===== config.mk =====
export PLATFORM = sky130hd
export DESIGN_NAME = seq_burst_gen
export DESIGN_NICKNAME = d
export VERILOG_FILES = /design/src/rtl/seq_burst_gen.sv
export SDC_FILE = /design/constraint.sdc
export NUM_CORES = 1
export LEC_CHECK = 0
export BUFFER_PORTS_ARGS = -buffer_cell sky130_fd_sc_hd__buf_4
export CAP_MARGIN = 10
export CORE_MARGIN = 1.5
export CORE_UTILIZATION = 30
export DETAILED_ROUTE_END_ITERATION = 10
export PLACE_DENSITY_LB_ADDON = 0.25
export SLEW_MARGIN = 5
export SYNTH_ARGS = -nofsm -noshare
export SYNTH_HDL_FRONTEND = slang
export SYNTH_SLANG_ARGS = --single-unit

===== constraint.sdc =====
create_clock -name clock -period 2.34 [get_ports clock]
set_clock_uncertainty 0.2 [all_clocks]
set_input_delay 0.234 -clock clock [delete_from_list [all_inputs] [get_ports clock]]
set_output_delay 0.234 -clock clock [all_outputs]
set_load 0.05 [all_outputs]

===== src/rtl/seq_burst_gen.sv =====
`default_nettype none
// ============================================================================
//  Module   : seq_burst_gen
//  Purpose  : Self-checking traffic source for the sequence-match detector.
//             On command it sends a burst of valid/num beats in which exactly
//             min(cmd_hits, cmd_len) beats equal the programmed pattern. Then
//             it counts the detector's hit pulse train and reports whether the
//             count matched.
//  Revision : 1.0  initial release
// ----------------------------------------------------------------------------
//  Ports
//    clock     in   1  rising-edge clock
//    reset     in   1  synchronous, active-low reset
//    start     in   1  command strobe, sampled only while idle
//    cmd_len   in   4  number of valid beats (0..15)
//    cmd_seq   in   4  pattern value to match
//    cmd_hits  in   4  requested matching beats (clamped to cmd_len)
//    valid     out  1  beat qualifier to the detector (registered)
//    num       out  4  beat value to the detector (registered)
//    seq       out  4  pattern presented to the detector
//    hit       in   1  detector hit output
//    busy      out  1  high whenever the block is not idle
//    done      out  1  one-cycle result strobe
//    pass      out  1  hit count equalled the expected count
//    hit_cnt   out  4  observed hit cycles, saturating at 15
// ============================================================================
module seq_burst_gen #(
    parameter logic [3:0] LFSR_SEED = 4'h9,
    parameter logic [7:0] TIMEOUT   = 8'd32
) (
    input  logic       clock,
    input  logic       reset,
    input  logic       start,
    input  logic [3:0] cmd_len,
    input  logic [3:0] cmd_seq,
    input  logic [3:0] cmd_hits,
    output logic       valid,
    output logic [3:0] num,
    output logic [3:0] seq,
    input  logic       hit,
    output logic       busy,
    output logic       done,
    output logic       pass,
    output logic [3:0] hit_cnt
);

    typedef enum logic [1:0] {
        S_IDLE  = 2'd0,
        S_SEND  = 2'd1,
        S_CHECK = 2'd2,
        S_DONE  = 2'd3
    } state_t;

    localparam logic [7:0] c_timer_last = TIMEOUT - 8'd1;

    state_t     r_state;
    state_t     w_state_nxt;

    logic [3:0] r_len;
    logic [3:0] r_exp;
    logic [3:0] r_beat;
    logic [7:0] r_timer;
    logic       r_hit_seen;
    logic [3:0] r_lfsr;
    logic       r_valid;
    logic [3:0] r_num;
    logic [3:0] r_seq;
    logic       r_done;
    logic       r_pass;
    logic [3:0] r_hit_cnt;

    logic       w_send_last;
    logic       w_check_exit;
    logic [3:0] w_exp_clamped;
    logic [3:0] w_lfsr_nxt;
    logic [3:0] w_filler;

    // ------------------------------------------------------------------------
    // Next-state and datapath helpers
    // ------------------------------------------------------------------------
    always_comb begin
        w_state_nxt   = r_state;
        // SEND spends one extra cycle after the last beat (beat == len) so
        // that valid is already low in the first CHECK cycle. A zero-length
        // command uses that same single cycle, keeping CHECK entry at T+L+1.
        w_send_last   = (r_beat == r_len);
        // Falling edge of the hit train, or the timeout bound.
        w_check_exit  = (r_hit_seen && !hit) || (r_timer == c_timer_last);
        w_exp_clamped = (cmd_hits > cmd_len) ? cmd_len : cmd_hits;
        // Fibonacci LFSR, x^4 + x^3 + 1.
        w_lfsr_nxt    = {r_lfsr[2:0], r_lfsr[3] ^ r_lfsr[2]};
        // Filler must never match: substitute the complement on collision.
        w_filler      = (r_lfsr != r_seq) ? r_lfsr : ~r_seq;

        case (r_state)
            S_IDLE:  if (start)        w_state_nxt = S_SEND;
            S_SEND:  if (w_send_last)  w_state_nxt = S_CHECK;
            S_CHECK: if (w_check_exit) w_state_nxt = S_DONE;
            S_DONE:                    w_state_nxt = S_IDLE;
            default:                   w_state_nxt = S_IDLE;
        endcase
    end

    // ------------------------------------------------------------------------
    // State register and registered datapath
    // ------------------------------------------------------------------------
    always_ff @(posedge clock) begin
        if (!reset) begin
            r_state    <= S_IDLE;
            r_len      <= 4'd0;
            r_exp      <= 4'd0;
            r_beat     <= 4'd0;
            r_timer    <= 8'd0;
            r_hit_seen <= 1'b0;
            r_lfsr     <= LFSR_SEED;
            r_valid    <= 1'b0;
            r_num      <= 4'd0;
            r_seq      <= 4'd0;
            r_done     <= 1'b0;
            r_pass     <= 1'b0;
            r_hit_cnt  <= 4'd0;
        end else begin
            r_state <= w_state_nxt;
            r_done  <= 1'b0;

            case (r_state)
                S_IDLE: begin
                    if (start) begin
                        r_seq      <= cmd_seq;
                        r_len      <= cmd_len;
                        r_exp      <= w_exp_clamped;
                        r_beat     <= 4'd0;
                        r_hit_cnt  <= 4'd0;
                        r_timer    <= 8'd0;
                        r_hit_seen <= 1'b0;
                        r_pass     <= 1'b0;
                    end
                end

                S_SEND: begin
                    if (w_send_last) begin
                        r_valid <= 1'b0;
                    end else begin
                        r_valid <= 1'b1;
                        // Matching beats go first, fillers after.
                        r_num   <= (r_beat < r_exp) ? r_seq : w_filler;
                        r_beat  <= r_beat + 4'd1;
                        r_lfsr  <= w_lfsr_nxt;
                    end
                end

                S_CHECK: begin
                    r_valid <= 1'b0;
                    r_timer <= r_timer + 8'd1;
                    if (hit) begin
                        if (r_hit_cnt != 4'hF) begin
                            r_hit_cnt <= r_hit_cnt + 4'd1;
                        end
                        r_hit_seen <= 1'b1;
                    end
                end

                S_DONE: begin
                    // hit_cnt here already includes a hit on the last CHECK cycle.
                    r_done <= 1'b1;
                    r_pass <= (r_hit_cnt == r_exp);
                end

                default: begin
                    r_valid <= 1'b0;
                end
            endcase
        end
    end

    assign valid   = r_valid;
    assign num     = r_num;
    assign seq     = r_seq;
    assign busy    = (r_state != S_IDLE);
    assign done    = r_done;
    assign pass    = r_pass;
    assign hit_cnt = r_hit_cnt;

endmodule
`default_nettype wire


==> flow_summary.json <==
{
  "status": "completed",
  "tns_ns": 0,
  "cts_tree": "done",
  "netlist_area_um2": 2360,
  "rsz0062_at_grt": "no",
  "r2r-end": "r_timer[7]",
  "yosys.area.top_type": "dfxtp_1",
  "slowest_delay_ns": 0.52,
  "numPortBuffers": 31,
  "drive_above_1_share_pct": 19.4,
  "cts_buffer_depth": 2,
  "ant_nets": 0,
  "start_util_pct": 30.7,
  "avgSynthCellArea_um2": 8.55,
  "antennaDiodeCount": 0,
  "num_vias": 2026,
  "cts_setup_buffers": 0,
  "yosysWarningCount": 0,
  "crit_chain": "dlygate4sd3_1 -> buf_4 -> inv_1 -> ha_1 -> nor2b_1 -> o21a_1 -> o21a_2 -> mux2_2 -> a211oi_1",
  "cts_root_buffer": "clkbuf_8",
  "clk_latency_ns": 0.30,
  "routed_via_density": 4.81,
  "syn-num-nets": 306,
  "ir_drop_v": 0.000292,
  "slew_viol_final": 0,
  "clkPwrFrac_pct": 20.0,
  "grt_pass1_vias": 1922,
  "antenna_found_initial": 0,
  "final_cell_mix": "dfxtp_1, buf_4, nand2_1",
  "ys_seq_area_share_pct": 35.6,
  "cap_violations": 0,
  "ys_types": 45,
  "worstMarginPinSlew_ns": 0.445,
  "rrSetupSlack_ns": 0.28,
  "ys.flop_type": "dfxtp_1",
  "die-area_um2": 8410,
  "fillers": 837,
  "hold_end": "r_len[3]",
  "cp-end-kind": "register",
  "whs_ns": 0.0134,
  "maxSlewHeadroom_pct": 70.1,
  "comb_power_share_pct": 46.4,
  "routed_wl_mm": 5.26,
  "hpwlAfterDp_mm": 3.97,
  "setup_viol": 0,
  "grt_start_max_net_pins": 18,
  "finalCritPeriodShare_pct": 94.5,
  "worst_path_max_delay_cell": "dlygate4sd3_1",
  "crit_buf_inv": 3,
  "dieHeight_um": 91.7,
  "netlist.area_leader.share_pct": 35.6,
  "synth-seq-cells": 42,
  "fin_cells": 421,
  "design.core.area_um2": 7690,
  "p_sw_uw": 1170,
  "syn-instance-count": 276,
  "nets": 348,
  "drc": 0,
  "hold_path.class": "input pin to register",
  "critical-path-top-delay-family": "buffers and inverters",
  "grt.overflow.total": 0,
  "worstPathArrival_ns": 2.22,
  "synthArstFlopShare_pct": 0,
  "hold_viol_final": 0,
  "timing.rr.start": "r_state[1]",
  "place_area_um2": 2730,
  "utilization_pct": 37.9,
  "first_iter_violations": 102,
  "synth-edff-count": 0,
  "design_area_um2": 2910,
  "fin_crit_ns": 2.21,
  "hold_start": "cmd_len[3]",
  "cp-start-kind": "input pin",
  "wire_per_inst_um": 12.5,
  "fp.dieW_um": 91.7,
  "final_common_cell": "dfxtp_1",
  "first_pass_iters": 4,
  "grt_pass1_wl_mm": 9.07,
  "power.leakage_uw": 0.00119,
  "dp.cells": 406,
  "area_growth_pct": 23.3,
  "cts_made_buffers": 5,
  "powerDensity_nw_per_um2": 976,
  "power_frac_seq_pct": 33.7,
  "r2r_cells": 6,
  "clock_sinks": 42,
  "crit_fanout": 4,
  "cts.reportedPaths.clkPinSlew_ns": 0.08,
  "rows": 32,
  "synth.area.top_cells": "dfxtp_1, ha_1, nand2_1, mux2i_1, xor2_1",
  "crit_required_ns": 2.35,
  "fmax_mhz": 452,
  "whs_path_depth": 3,
  "sw_frac_of_total_pct": 41.3,
  "ios": 32,
  "grt_use_total_pct": 13.3,
  "criticalPathCategory": "input pin to register",
  "p_int_uw": 1670,
  "gp_congestion": 0.768,
  "cts_max_level": 2
}
-- worst max-delay path by stage --
stage,slack [ns],start,cells past startpoint,endpoint
final,0.13,cmd_len[1],9,r_exp[1]
after floorplan,0.26,seq[1],5,num[0]
after detailed placement,0.28,r_exp[1],6,num[2]
after CTS,0.11,cmd_len[1],9,r_exp[1]
after global placement,0.32,r_exp[1],6,num[3]
after global routing,0.03,cmd_len[1],9,r_exp[1]
-- cell type report --
class | instances | area [µm²] | area share [%]
Clock buffer | 5 | 68.8 | 2.36
Timing Repair Buffer | 45 | 355 | 12.2
Clock inverter | 3 | 40.0 | 1.38
Multi-Input combinational cell | 211 | 1430 | 49.1
Sequential cell | 42 | 841 | 28.9
Tap cell | 102 | 128 | 4.38
Inverter | 13 | 48.8 | 1.68
-- registers in the layout, summed over array words and instances (netlist names) --
register    flops
r_timer         8
hit_cnt         4
num             4
r_beat          4
r_exp           4
r_len           4
r_lfsr          4
seq             4
r_state         2
done            1
pass            1
r_hit_seen      1
valid           1
-- Yosys cell counts (2+ instances only) --
library cell  count
o31ai_1           3
xnor2_1           7
dfxtp_1          42
nand2b_1          3
or3_1             3
mux2i_1          10
nor2_1           24
o21a_1            5
buf_2             2
o21ai_0          14
and2_1            4
nand3b_1          3
inv_1            13
nor2b_1           5
a211oi_1          6
nand3_1           7
a21oi_1          18
mux2_2            5
nor3_1           12
o221a_2           3
xor2_1           11
nand4_1           6
a22oi_1           2
ha_1             14
nand2_1          29
clkbuf_1          6
-- per-layer routing --
layer	part of all wire, %	vias to the layer above	global-route usage [%]
li1	-	1064	-
met1	50	922	17.3
met2	46	35	22.3
met3	3.0	5	2.40
met4	1.2	0	3.97
met5	0	-	0
-- stage by stage --
stage	worst slack (ns)	power, µW
after global placement	0.318	2260
final	0.128	2840
after detailed placement	0.276	2270
after global routing	0.0325	3050
after floorplan	0.259	1940
after CTS	0.106	2870
-- power by group through the flow --
| stage | Clock, µW | Combinational, µW | Sequential, µW |
|---|---|---|---|
| finish | 568 | 1320 | 956 |
| global route | 612 | 1460 | 977 |
| CTS | 590 | 1320 | 960 |
| global placement | 0 | 1290 | 977 |
| floorplan | 0 | 829 | 1110 |
| detailed placement | 0 | 1300 | 976 |
-- logic make-up after synthesis --
kind of cell    share of synthesized area, %
compound gates                          18.0
xor+xnor                                6.68
fa+ha+maj                               7.42
buf+inv                                 4.08
flops                                   35.6
mux                                     6.62
simple gates                            21.6
-- worst min-delay path, delay by kind of cell --
kind	cells	cell delay, ns
buf+inv	1	0.12
simple gates	1	0.05
compound gates	1	0.05
-- what timing repair did --
| action | in CTS | in global routing |
|---|---|---|
| resized for setup | 0 | 2 |
| hold buffers | 7 | 0 |
| hold endpoints to repair | 7 | 0 |
| endpoints found under the setup margin | 0 | 2 |
(Power assumes the default switching activity.)
